[config.mk]
export PLATFORM = sky130hd
export DESIGN_NAME = universal_shift_register
export DESIGN_NICKNAME = d
export VERILOG_FILES = /design/src/rtl/shift_pkg.sv /design/src/rtl/shift_frame_counter.sv /design/src/rtl/universal_shift_register.sv
export SDC_FILE = /design/constraint.sdc
export NUM_CORES = 1
export LEC_CHECK = 0
export ABC_AREA = 1
export CORE_MARGIN = 10
export CORE_UTILIZATION = 38
export DETAILED_ROUTE_END_ITERATION = 12
export GPL_TIMING_DRIVEN = 0
export HOLD_SLACK_MARGIN = 0.15
export PLACE_DENSITY = 0.7
export SYNTH_ARGS = -nofsm -noshare
export SYNTH_HDL_FRONTEND = slang
export SYNTH_SLANG_ARGS = --single-unit
[constraint.sdc]
create_clock -name clk -period 1.3 [get_ports clk]
set_clock_uncertainty 0.15 [all_clocks]
set_input_delay 0.26 -clock clk [delete_from_list [all_inputs] [get_ports clk]]
set_output_delay 0.26 -clock clk [all_outputs]
set_load 0.005 [all_outputs]
[src/rtl/shift_pkg.sv]
// Shared types for the universal shift register.
// Mode encoding matches the external 2-bit mode port.
package shift_pkg;

  typedef enum logic [1:0] {
    MODE_HOLD = 2'b00,
    MODE_SHR  = 2'b01,
    MODE_SHL  = 2'b10,
    MODE_LOAD = 2'b11
  } shift_mode_t;

endpackage

[src/rtl/shift_frame_counter.sv]
// Counts shifts within a frame of WIDTH bits.
// Emits a registered one-cycle pulse on the wrapping shift.
module shift_frame_counter #(
  parameter int WIDTH = 8,
  parameter int CNT_W = $clog2(WIDTH + 1)
) (
  input  logic             clk,
  input  logic             rst,
  input  logic             shift_strobe,
  input  logic             clear,
  output logic [CNT_W-1:0] bit_count,
  output logic             frame_done
);

  localparam logic [CNT_W-1:0] LAST = CNT_W'(WIDTH - 1);

  logic [CNT_W-1:0] cnt_q, cnt_d;
  logic             done_q, done_d;

  always_comb begin
    cnt_d  = cnt_q;
    done_d = 1'b0;
    if (clear) begin
      cnt_d = '0;
    end else if (shift_strobe) begin
      if (cnt_q == LAST) begin
        cnt_d  = '0;
        done_d = 1'b1;
      end else begin
        cnt_d = cnt_q + 1'b1;
      end
    end
  end

  always_ff @(posedge clk) begin
    if (rst) begin
      cnt_q  <= '0;
      done_q <= 1'b0;
    end else begin
      cnt_q  <= cnt_d;
      done_q <= done_d;
    end
  end

  assign bit_count  = cnt_q;
  assign frame_done = done_q;

endmodule

[src/rtl/universal_shift_register.sv]
// Bidirectional WIDTH-bit shift register with parallel load,
// clock enable and a frame counter for serialiser use.
module universal_shift_register
  import shift_pkg::*;
#(
  parameter int WIDTH = 8,
  parameter int CNT_W = $clog2(WIDTH + 1)
) (
  input  logic             clk,
  input  logic             rst,
  input  logic             en,
  input  logic [1:0]       mode,
  input  logic             serial_in_r,
  input  logic             serial_in_l,
  input  logic [WIDTH-1:0] par_in,
  output logic [WIDTH-1:0] par_out,
  output logic             serial_out_r,
  output logic             serial_out_l,
  output logic [CNT_W-1:0] bit_count,
  output logic             frame_done
);

  shift_mode_t      mode_e;
  logic [WIDTH-1:0] q_q, q_d;
  logic             is_shift;
  logic             is_load;

  assign mode_e   = shift_mode_t'(mode);
  assign is_shift = en & ((mode_e == MODE_SHR) | (mode_e == MODE_SHL));
  assign is_load  = en & (mode_e == MODE_LOAD);

  always_comb begin
    q_d = q_q;
    if (en) begin
      unique case (mode_e)
        MODE_HOLD: q_d = q_q;
        MODE_SHR:  q_d = {serial_in_r, q_q[WIDTH-1:1]};
        MODE_SHL:  q_d = {q_q[WIDTH-2:0], serial_in_l};
        MODE_LOAD: q_d = par_in;
        default:   q_d = q_q;
      endcase
    end
  end

  always_ff @(posedge clk) begin
    if (rst) begin
      q_q <= '0;
    end else begin
      q_q <= q_d;
    end
  end

  shift_frame_counter #(
    .WIDTH (WIDTH),
    .CNT_W (CNT_W)
  ) u_cnt (
    .clk          (clk),
    .rst          (rst),
    .shift_strobe (is_shift),
    .clear        (is_load),
    .bit_count    (bit_count),
    .frame_done   (frame_done)
  );

  assign par_out      = q_q;
  assign serial_out_r = q_q[0];
  assign serial_out_l = q_q[WIDTH-1];

endmodule

==> flow_metrics.py <==
metrics = {
    "final_layout": {
        "seqCellArea_um2": 275,
        "stdcell_area_um2": 1280,
        "drive_gt1_share_pct": 31.3,
        "final_common_cell": "nand2_1",
        "layout_common_cells": "nand2_1 (23), nor2_1 (20), inv_1 (14), buf_4 (14)",
        "nets": 183,
        "diodes": 0,
        "fill_cells": 192,
        "fin_cells": 190,
        "multiInputGateArea_um2": 435,
        "area_growth_pct": 62.1,
    },
    "synth": {
        "yosysSeqAreaShare_pct": 33.0,
        "syn_nets": 137,
        "syn_area_um2": 790,
        "ys.warnings.count": 0,
        "ys_types": 19,
        "ys.flop_type": "dfxtp_1",
        "synth-async-reset-ratio_pct": 0,
        "postSynthRegisterBits": 13,
        "synth_cells": 118,
        "synth-edff-count": 0,
        "syn_area_per_cell_um2": 6.69,
    },
    "sta": {
        "hold_viol_final": 0,
        "fin_ws_ps": 33.4,
        "relSlewSlack_pct": 84.1,
        "fmax_mhz": 790,
        "rsz0062_at_grt": "no",
        "tns_ps": 0,
        "fin_crit_sh_pct": 97.4,
        "setup_violations": 0,
        "slew_violations": 0,
        "worst_pin_slew_ps": 239,
        "period_needed_ps": 1270,
    },
    "routing": {
        "drt-initial-drc-count": 28,
        "via_count": 885,
        "vias_per_cell": 4.66,
        "drt_wl_total_mm": 2.38,
        "dr.pass1.iters": 4,
        "antenna_left": 0,
        "drc": 0,
        "wl_per_cell_um": 12.5,
    },
    "global_route": {
        "track_usage_pct": 11.3,
        "grt_pass1_vias": 862,
        "grt_pass1_wl_mm": 3.82,
        "grt_remaining_overflow": 0,
        "grt_max_degree": 11,
        "antenna_found_initial": 0,
    },
    "setup_path": {
        "endpoint_kind": "primary output",
        "critPathKind": "reg -> out",
        "path_depth": 1,
        "cp.required_ps": 890,
        "crit_buf_inv": 1,
        "worstReg2RegStart": "u_cnt.bit_count[0]",
        "crit_fanout": 2,
        "setup.worst_path.start": "par_out[3]",
        "r2r_cells": 5,
        "crit_chain": "clkdlybuf4s15_1",
        "reg2reg_slack_ps": 60,
        "slowest_stage": "dfxtp_2",
        "startpoint_type": "flop",
        "critPathTopFamily": "flip-flops",
        "crit_end": "par_out[3]",
        "worst_path_largest_cell_delay_ps": 340,
        "arrival_ps": 860,
        "reg2reg_to": "u_cnt.bit_count[2]",
    },
    "die": {
        "die_w_um": 65.6,
        "initial_core_util_pct": 40.2,
        "num_io_pins": 30,
        "row_count": 16,
        "core_area_um2": 1960,
        "die_h_um": 65.6,
        "die-area_um2": 4300,
    },
    "pwr": {
        "combPwrFrac_pct": 29.8,
        "power_density_nw_per_um2": 784,
        "p_total_w": 0.00100,
        "switching_share_pct": 29.5,
        "power_frac_seq_pct": 43.8,
        "switchingPower_w": 0.000296,
        "p_leak_nw": 0.569,
        "cellInternalPower_w": 0.000707,
        "pwr-share-clk_pct": 26.4,
        "ir_worst_vdd_mv": 0.467,
    },
    "clock_tree": {
        "clock-root-buffer": "clkbuf_4",
        "path_clk_slew_ps": 80,
        "holdBufCountCts": 0,
        "clk_latency_ps": 280,
        "cts_tree": "built",
        "clock-sinks": 13,
        "clk_path_buf_depth": 2,
        "htree_num_levels": 1,
        "cts_made_buffers": 3,
    },
    "placement": {
        "dpl.cell_count": 174,
        "hpwl_mm": 1.69,
        "place_ws_ps": -794,
        "place_area_um2": 1150,
        "io_buffers": 29,
        "place.gp.congestion": 0.761,
    },
    "job": {
        "maxCapViolCount": 0,
    },
    "run_status": {
        "outcome": "finished, final reports clean",
    },
    "hold_path": {
        "hold_class": "in -> reg",
    },
}
-- synthesized netlist by cell type (2+ instances only) --
library cell	instances	area share [%]
nor2_1	20	9.5
buf_6	3	4.3
a21oi_1	2	1.3
dfxtp_1	13	33
o21ai_0	8	5.1
nand3_1	12	7.6
buf_4	2	1.9
nor2_2	8	6.3
ha_1	4	6.3
nand2_1	23	11
inv_1	15	7.1
-- per-layer routing --
| layer | up-vias | part of all wire, % | global-route usage (%) |
|---|---|---|---|
| met4 | 0 | 1.5 | 4.81 |
| met1 | 401 | 39 | 10.9 |
| met5 | - | 0 | 0 |
| met2 | 29 | 51 | 20.4 |
| met3 | 5 | 8.5 | 5.08 |
| li1 | 450 | - | - |
-- registers in the layout (all words and copies together), names as in the netlist --
name,flops
u_cnt.frame_done,1
u_cnt.bit_count,4
par_out,8
-- how the worst min path moves through the flow --
stage / startpoint / slack (ps) / cells past startpoint / end
floorplan: en / 270 / 2 / u_cnt.bit_count[1]
global placement: u_cnt.bit_count[1] / 350 / 2 / u_cnt.bit_count[1]
detailed placement: u_cnt.bit_count[1] / 360 / 2 / u_cnt.bit_count[1]
CTS: en / 320 / 3 / u_cnt.bit_count[1]
global route: en / 350 / 3 / u_cnt.bit_count[1]
finish: en / 340 / 3 / u_cnt.bit_count[1]
-- stage by stage --
stage          utilization, %  hold WS [ps]
2_1_floorplan               -           268
3_3_place_gp             58.5           348
3_5_place_dp             58.5           359
4_1_cts                  63.8           323
5_1_grt                  65.2           352
6_report                 65.2           339
-- layout make-up --
| type | instances | share of cell area [%] |
|---|---|---|
| Buffer | 4 | 3.52 |
| Clock buffer | 4 | 2.05 |
| Inverter | 16 | 5.67 |
| Multi-Input combinational cell | 83 | 34.0 |
| Sequential cell | 13 | 21.5 |
| Tap cell | 27 | 2.64 |
| Timing Repair Buffer | 43 | 30.6 |
-- cells by family after synthesis --
family          count (synthesis)  share of synthesized area (%)
fa+ha+maj                       4                           6.34
flops                          13                           33.0
xor+xnor                        1                           1.11
compound gates                 12                           7.92
buf+inv                        22                           14.4
simple gates                   66                           37.2
-- what timing repair did --
item | CTS | global route
hold endpoints to repair | 0 | 0
resized for setup | 47 | 13
endpoints found under the setup margin | 28 | 16
buffers inserted | 13 | 1
pin swaps | 2 | 2
-- power by group through the flow --
stage	Combinational [W]	Sequential (W)	Clock (W)
3_3_place_gp	0.000259	0.000452	0
2_1_floorplan	0.000132	0.000451	0
4_1_cts	0.000290	0.000438	0.000271
5_1_grt	0.000328	0.000442	0.000288
6_report	0.000299	0.000440	0.000265
3_5_place_dp	0.000264	0.000453	0
Note: power is estimated with default switching activity, not from simulation.
